===== config.mk =====
export PLATFORM = sky130hd
export DESIGN_NAME = julia_mem_ctrl_flat
export DESIGN_NICKNAME = d
export VERILOG_FILES = /design/src/rtl/julia_mem_ctrl_if.sv /design/src/rtl/julia_mem_ctrl.sv /design/src/flat_wrapper.sv
export SDC_FILE = /design/constraint.sdc
export NUM_CORES = 1
export LEC_CHECK = 0
export BUFFER_PORTS_ARGS = -buffer_cell sky130_fd_sc_hd__clkbuf_2
export CORE_AREA = 2 2 445 447
export CTS_CLUSTER_SIZE = 30
export DETAILED_ROUTE_END_ITERATION = 6
export DIE_AREA = 0 0 447 449
export HOLD_SLACK_MARGIN = 0.08
export PLACE_DENSITY = 0.3
export SLEW_MARGIN = 5
export SYNTH_ARGS = -nofsm -noshare
export SYNTH_HDL_FRONTEND = slang
export SYNTH_SLANG_ARGS = --single-unit

===== constraint.sdc =====
create_clock -name clk -period 7.1 [get_ports clk]
set_input_delay 0 -clock clk [delete_from_list [all_inputs] [get_ports clk]]
set_output_delay 0 -clock clk [all_outputs]
set_load 0.005 [all_outputs]

===== src/rtl/julia_mem_ctrl_if.sv =====
// julia_mem_ctrl_if: worker result channels plus the single external write port.
// master = workers/writer side, slave = the memory controller.
interface julia_mem_ctrl_if #(
   parameter int NUM_WORKERS = 16,
   parameter int DATA_W      = 32,
   parameter int ADDR_W      = 32
);
   logic [NUM_WORKERS-1:0]             jw_mc_done;
   logic [NUM_WORKERS-1:0][DATA_W-1:0] color;
   logic [NUM_WORKERS-1:0][ADDR_W-1:0] address;
   logic [NUM_WORKERS-1:0]             mc_jw_busy;
   logic [NUM_WORKERS-1:0]             mc_jw_done;
   logic [ADDR_W-1:0]                  wr_addr;
   logic [DATA_W-1:0]                  wr_data;
   logic                               wr_ready;
   logic                               wr_done;
   logic                               frame_done;
   modport master (
      output jw_mc_done, color, address, wr_done,
      input  mc_jw_busy, mc_jw_done, wr_addr, wr_data, wr_ready, frame_done
   );
   modport slave (
      input  jw_mc_done, color, address, wr_done,
      output mc_jw_busy, mc_jw_done, wr_addr, wr_data, wr_ready, frame_done
   );
endinterface


===== src/rtl/julia_mem_ctrl.sv =====
// julia_mem_ctrl: round-robin collector of julia worker results onto one external write port,
// with per-frame pixel counting.
module julia_mem_ctrl #(
   parameter int NUM_WORKERS  = 16,
   parameter int DATA_W       = 32,
   parameter int ADDR_W       = 32,
   parameter int FRAME_PIXELS = 307200
) (
   input logic             clk,
   input logic             n_rst,
   julia_mem_ctrl_if.slave bus
);
   localparam int IW = NUM_WORKERS > 1 ? $clog2(NUM_WORKERS) : 1;
   localparam int CW = FRAME_PIXELS > 1 ? $clog2(FRAME_PIXELS) : 1;
   typedef enum logic [1:0] {IDLE, WRITE, ACK} state_t;
   state_t            r_state, w_next;
   logic [IW-1:0]     r_rr, w_gnt, w_idx;
   logic [CW-1:0]     r_cnt;
   logic              r_fd;
   logic [ADDR_W-1:0] r_addr;
   logic [DATA_W-1:0] r_data;
   logic [NUM_WORKERS-1:0] w_sel;
   logic              w_any, w_last;
   assign w_any  = |bus.jw_mc_done;
   assign w_last = r_cnt == CW'(FRAME_PIXELS - 1);
   assign w_sel  = NUM_WORKERS'(1) << r_rr;
   // Scan downward in distance so the nearest requester above r_rr wins.
   always_comb begin
      w_gnt = r_rr;
      w_idx = r_rr;
      for (int k = NUM_WORKERS; k >= 1; k--) begin
         w_idx = IW'((int'(r_rr) + k) % NUM_WORKERS);
         if (bus.jw_mc_done[w_idx]) w_gnt = w_idx;
      end
   end
   always_comb begin
      w_next = r_state == IDLE  ? (w_any ? WRITE : IDLE) :
               r_state == WRITE ? (bus.wr_done ? ACK : WRITE) : IDLE;
   end
   always_ff @(posedge clk) begin
      if (n_rst) r_state <= IDLE;
      else r_state <= w_next;
   end
   always_ff @(posedge clk) begin
      if (n_rst) begin
         r_rr   <= IW'(NUM_WORKERS - 1);
         r_cnt  <= '0;
         r_fd   <= 1'b0;
         r_addr <= '0;
         r_data <= '0;
      end else begin
         if (r_state == IDLE && w_any) begin
            r_rr   <= w_gnt;
            r_addr <= bus.address[w_gnt];
            r_data <= bus.color[w_gnt];
         end
         if (r_state == WRITE && bus.wr_done) begin
            r_cnt <= w_last ? '0 : r_cnt + 1'b1;
            r_fd  <= w_last;
         end
      end
   end
   assign bus.wr_ready   = r_state == WRITE;
   assign bus.mc_jw_busy = r_state == WRITE ? w_sel : '0;
   assign bus.mc_jw_done = r_state == ACK ? w_sel : '0;
   assign bus.frame_done = r_state == ACK && r_fd;
   assign bus.wr_addr    = r_addr;
   assign bus.wr_data    = r_data;
endmodule


===== src/flat_wrapper.sv =====
// flat-port wrapper written by rule: the top's interface ports become plain ports
module julia_mem_ctrl_flat 
#(
   parameter int NUM_WORKERS  = 16,
   parameter int DATA_W       = 32,
   parameter int ADDR_W       = 32,
   parameter int FRAME_PIXELS = 307200
)
  (clk, n_rst, bus_jw_mc_done, bus_color, bus_address, bus_wr_done, bus_mc_jw_busy, bus_mc_jw_done, bus_wr_addr, bus_wr_data, bus_wr_ready, bus_frame_done);
  julia_mem_ctrl_if #(.NUM_WORKERS(NUM_WORKERS), .DATA_W(DATA_W), .ADDR_W(ADDR_W)) bus_i ();
  input logic clk;
  input logic n_rst;
  input wire logic [$bits(bus_i.jw_mc_done)-1:0] bus_jw_mc_done;
  input wire logic [$bits(bus_i.color)-1:0] bus_color;
  input wire logic [$bits(bus_i.address)-1:0] bus_address;
  input wire logic [$bits(bus_i.wr_done)-1:0] bus_wr_done;
  output wire logic [$bits(bus_i.mc_jw_busy)-1:0] bus_mc_jw_busy;
  output wire logic [$bits(bus_i.mc_jw_done)-1:0] bus_mc_jw_done;
  output wire logic [$bits(bus_i.wr_addr)-1:0] bus_wr_addr;
  output wire logic [$bits(bus_i.wr_data)-1:0] bus_wr_data;
  output wire logic [$bits(bus_i.wr_ready)-1:0] bus_wr_ready;
  output wire logic [$bits(bus_i.frame_done)-1:0] bus_frame_done;
  assign bus_i.jw_mc_done = bus_jw_mc_done;
  assign bus_i.color = bus_color;
  assign bus_i.address = bus_address;
  assign bus_i.wr_done = bus_wr_done;
  assign bus_mc_jw_busy = bus_i.mc_jw_busy;
  assign bus_mc_jw_done = bus_i.mc_jw_done;
  assign bus_wr_addr = bus_i.wr_addr;
  assign bus_wr_data = bus_i.wr_data;
  assign bus_wr_ready = bus_i.wr_ready;
  assign bus_frame_done = bus_i.frame_done;
  julia_mem_ctrl #(.NUM_WORKERS(NUM_WORKERS), .DATA_W(DATA_W), .ADDR_W(ADDR_W), .FRAME_PIXELS(FRAME_PIXELS)) u_core (.clk(clk), .n_rst(n_rst), .bus(bus_i));
endmodule

Yosys cells after proc, flatten, opt, wreduce, memory -nomap -nowiden:

Index checks and enable logic that the tools add are counted.

* output and inout port bits: 98
* bits in registers: 90
* bits of input ports: 1043

* magnitude comparators: 17
* add/sub/neg operators: 17
* eq/ne operators: 3
* shift-type cells: 1
* muxes and demuxes: 59
* reductions and logical operators: 5

Operators with widths (count)
* $bmux W32 S4: 2
* $lt A4 B5 Y1 const B: 17
* $bmux W1 S4: 16
* $mux W32: 2
* $mux W4: 16
* $add A4 B4 Y4 const B: 8
* $mux W16: 2
* $add A19 B1 Y19 const B: 1
* $eq A19 B19 Y1 const B: 1
* $mux W19: 1
* $mux W1: 17
* $add A4 B3 Y4 const B: 4
* $reduce_or A16 Y1: 1
* $shl A1 B4 Y16 const A: 1
* $add A4 B1 Y4 const B: 2
* $add A4 B2 Y4 const B: 2
* $mux W2: 3
* $logic_and A1 B1 Y1: 3
* $eq A2 B1 Y1 const B: 1
* $eq A2 B2 Y1 const B: 1
* $logic_not A2 Y1: 1

Longest topological paths before layout:

* depth after elaboration: 21
* gate-level depth with buffers: 20
* depth with buffers taken out: 14

Least setup slack after synthesis:

OpenSTA, ideal clock, no wires.

* kind: register -> register
* from: register u_core.r_rr[1]
* to: register u_core.r_addr[10] (netlist: u_core.bus.wr_addr[10])
* data required time: 6.977 ns
* arrival time: 4.932 ns
* setup slack: 2.044 ns
* cell stages (with the launch flop): 19
* cells stage by stage: dfxtp_1 buf_2 buf_1 inv_1 ha_1 clkbuf_1 mux4_2 mux4_2 a211oi_1 o31ai_1 a21oi_1 o21bai_2 xnor2_2 clkbuf_1 buf_2 mux2i_1 o22ai_1 o41ai_1 nand2_1

* word-level cells in the longest chain between the ends: 21
* elaborated cells between the ends (all ways): 66
* classes of those cells: 16 x add/sub; 50 x mux

Ends and longest elaborated chain
* from (decl): RTL line julia_mem_ctrl.sv:17 `logic [IW-1:0] r_rr, w_gnt, w_idx;`
* from (signal assigned): RTL line julia_mem_ctrl.sv:46 `r_rr <= IW'(NUM_WORKERS - 1);`
* from (signal assigned): RTL line julia_mem_ctrl.sv:53 `r_rr <= w_gnt;`
* $add A4 B1 Y4: RTL line julia_mem_ctrl.sv:32 `w_idx = IW'((int'(r_rr) + k) % NUM_WORKERS);`
* $bmux W1 S4: RTL line julia_mem_ctrl.sv:33 `if (bus.jw_mc_done[w_idx]) w_gnt = w_idx;`
* $mux W1 (implied by the code): RTL line julia_mem_ctrl.sv:33
* $mux W4 (15 in a row): RTL line julia_mem_ctrl.sv:33
* $mux W4 (*): RTL line julia_mem_ctrl.sv:33
* $bmux W32 S4 (*): RTL line julia_mem_ctrl.sv:54 `r_addr <= bus.address[w_gnt];`
* $mux W32 (implied by the code) (*): RTL line julia_mem_ctrl.sv:54
* to (signal assigned): RTL line julia_mem_ctrl.sv:54
* to (decl): RTL line julia_mem_ctrl.sv:20 `logic [ADDR_W-1:0] r_addr;`

Every way passes the cells marked *; elsewhere a longest branch is shown, timed or not. The select of a mux whose other input is x is not followed.
A chain may end at the register's enable or synchronous reset.

Worst setup path in the final report:

* from: register u_core.r_rr[0]
* to: register u_core.r_data[22] (netlist: u_core.bus.wr_data[22])

* word-level cells in the longest chain between the ends: 21
* elaborated cells between the ends (all ways): 66
* classes of those cells: 16 x add/sub; 50 x mux

Ends and longest elaborated chain
* $add A4 B1 Y4: RTL line julia_mem_ctrl.sv:32
* $bmux W1 S4: RTL line julia_mem_ctrl.sv:33
* $mux W1 (implied by the code): RTL line julia_mem_ctrl.sv:33
* $mux W4 (15 in a row): RTL line julia_mem_ctrl.sv:33
* $mux W4 (*): RTL line julia_mem_ctrl.sv:33
* $bmux W32 S4 (*): RTL line julia_mem_ctrl.sv:55 `r_data <= bus.color[w_gnt];`
* $mux W32 (implied by the code) (*): RTL line julia_mem_ctrl.sv:55
* to (signal assigned): RTL line julia_mem_ctrl.sv:55
* to (decl): RTL line julia_mem_ctrl.sv:21 `logic [DATA_W-1:0] r_data;`

Marked as above.

==> key figures <==
Run status
  • Status: finished, final reports clean

Routing
  • Final WL: 153000 um
  • Routed vias: 19700
  • Vias per cell: 3.44
  • DRC Markers: 0
  • Routed len/inst: 26.8 um
  • Detailed router's first-iteration violation count: 1109
  • DRT Pass-1 Iters: 4
  • DRT antenna net count: 0

Placed design
  • Final GP Congestion: 0.938
  • Placed Cells incl. Taps: 5269
  • Input/output buffers: 1140
  • Dpl hpwl: 133000 um

Critical path
  • Crit-path max cell delay: 900 ps
  • Crit path launch type: flip-flop
  • Req. time, crit path: 7490 ps
  • Crit Path Max Fanout: 39
  • CP Cell Sequence: inv_1 > ha_1 > mux4_2 > mux4_2 > nor2b_1 > a2111oi_0 > a211o_1 > o211ai_1 > a32oi_2 > or3_4 > buf_12 > o22ai_1 > dlygate4sd3_1 > o41ai_1 > dlygate4sd3_1 > nand2_1
  • Critical-path top delay cell: ha_1
  • Delay-heaviest family, CP: compound AO/OA/AOI/OAI gates
  • Crit path buffers/inverters: 4
  • Critical Path Sink Type: flip-flop
  • Worst path arrival time: 7140 ps
  • Setup CP Type: reg -> reg

Clock network
  • TritonCTS clock tree: done
  • Clock Pin Slew Worst Setup and Hold Paths: 130 ps
  • Clock Tree Buf Depth: 2
  • Clock sink count: 90
  • Clk_lat worst skew: 480 ps
  • Root Buffer: clkbuf_16
  • Htree depth: 3
  • Inserted Clock Buffers: 9

Synthesis
  • Number of synthesized flops with an enable pin: 0
  • Number of synthesis warnings: 0
  • Post-Synthesis Cells: 1565
  • FFs w/ async S/R, synth: 0%
  • Main flop type after synthesis: dfxtp_1
  • Register bit total from synthesis: 90
  • Post-Syn Nets: 2621
  • Synthesized area per cell: 8.45 sq um
  • Mapped Area: 13200 sq um
  • Sequential share of the synthesized area: 13.6%
  • Netlist cell types: 61

STA
  • # setup viols final: 0
  • RSZ-0062 raised after global routing: false
  • Final Max Tran Viols: 0
  • TNS Setup: 0 ps
  • Final period util: 95.0%
  • Min Tclk post-route: 6740 ps
  • Worst slew pin tran: 1260 ps
  • Max_slew headroom: 15.2%
  • FMAX: 0.148 GHz
  • Tightest hold margin: 93.5 ps
  • Final hold vios: 0
  • Skew final: 41.1 ps

Die
  • Die X: 447 um
  • Initial Utilization: 6.74%
  • Core footprint: 196000 sq um
  • IO Pins: 1141
  • Die area: 201000 sq um
  • Die Ht: 449 um
  • Row count: 163

Global route
  • Gr ovfl total: 0
  • Pin count of the biggest net entering global routing: 79
  • Vias in the first global route: 20200
  • First-pass GRT wire length: 194000 um
  • Initial antenna violation count: 93
  • GRT Total Usage: 14.6%

Finish
  • Most common cell after layout, fill and taps aside: clkbuf_2
  • Layout cells sized above 1: 42.0%
  • Most frequent cells in the layout: clkbuf_2, mux2i_1, dlygate4sd3_1
  • FILL cells: 22800
  • Final core utilization: 13.7%
  • Non-Filler Instances: 5734
  • Area grow syn2layout: 103%
  • # nets final: 4122

Job
  • Max-cap violations: 0

Hold path
  • Min-Delay Path Class: in -> reg
## cells by family (layout without fill, tap and decap cells)
group	Yosys count	after routing	share of synthesized area, %
other cells	0	23	0
flops	90	90	13.6
fa+ha+maj	13	13	1.23
mux	580	580	46.9
simple gates	307	307	10.1
compound gates	391	391	20.0
xor+xnor	30	30	2.21
buf+inv	154	1660	5.95
## worst paths after layout
check | from | endpoint | slack [ps] | depth (start not counted)
setup reg to reg | u_core.r_rr[0] | u_core.bus.wr_data[22] | 360 | 16
hold / removal | bus_color[47] | u_core.bus.wr_data[15] | 90 | 5
hold reg to reg | u_core.bus.wr_addr[25] | u_core.bus.wr_addr[25] | 440 | 2
setup / recovery | u_core.r_rr[0] | u_core.bus.wr_data[22] | 360 | 16
## timing repair
| item | in CTS | in global routing |
|---|---|---|
| gates resized for setup | 0 | 1 |
| setup endpoints to repair | 0 | 47 |
| endpoints found under the hold margin | 69 | 0 |
| setup buffers | 0 | 6 |
| hold buffers | 420 | 0 |
## worst min-delay path: stages
cell,delay (ps)
clkbuf_2,80
mux2i_1,50
o22ai_1,200
o41ai_1,120
nand2_1,60
## cell usage after synthesis, types with 14 or more instances
cell	n	area, sq um
buf_2	70	350
mux2_2	14	158
nor2_1	67	251
o41ai_1	64	561
o22ai_1	259	1620
a21oi_1	19	95.1
mux2i_1	536	5370
clkbuf_1	52	195
xor2_1	18	158
buf_6	15	169
dfxtp_1	90	1800
nand2_1	170	638
mux4_2	30	676
## through the flow
stage	area [sq um]	setup slack, ps
2_1_floorplan	13200	2040
3_3_place_gp	22300	553
3_5_place_dp	22300	647
4_1_cts	26800	23.5
5_1_grt	26900	36.8
6_report	26900	355
## cell type report
cell class	count	area (sq um)	share of cell area [%]
antenna	23	57.6	0.214
clock buffer	9	225	0.838
clock inverter	7	81.3	0.303
inverter	12	45.0	0.168
multi-input combinational	1321	10700	39.9
sequential	90	1800	6.71
tap	2640	3300	12.3
timing repair buffer	1632	10600	39.5
## state kept, by name, summed over array words and instances (netlist names)
register            cells
u_core.bus.wr_addr     32
u_core.bus.wr_data     32
u_core.r_cnt           19
u_core.r_fd             1
u_core.r_state          2
u_core.r_rr             4
## routing by layer
metal  wire length (um)  global-route usage (%)  share of wire, %  up-vias
met5                239                       0              0.16        -
met2              79700                    26.8                52      814
met4               3730                    3.93               2.4       36
met3               8780                    3.18               5.7      171
met1              61000                    16.9                40     9551
li1                   -                       -                 -     9153
Power is not shown: default switching activity piles up to over one toggle a cycle in this logic, so the estimate is an artifact.
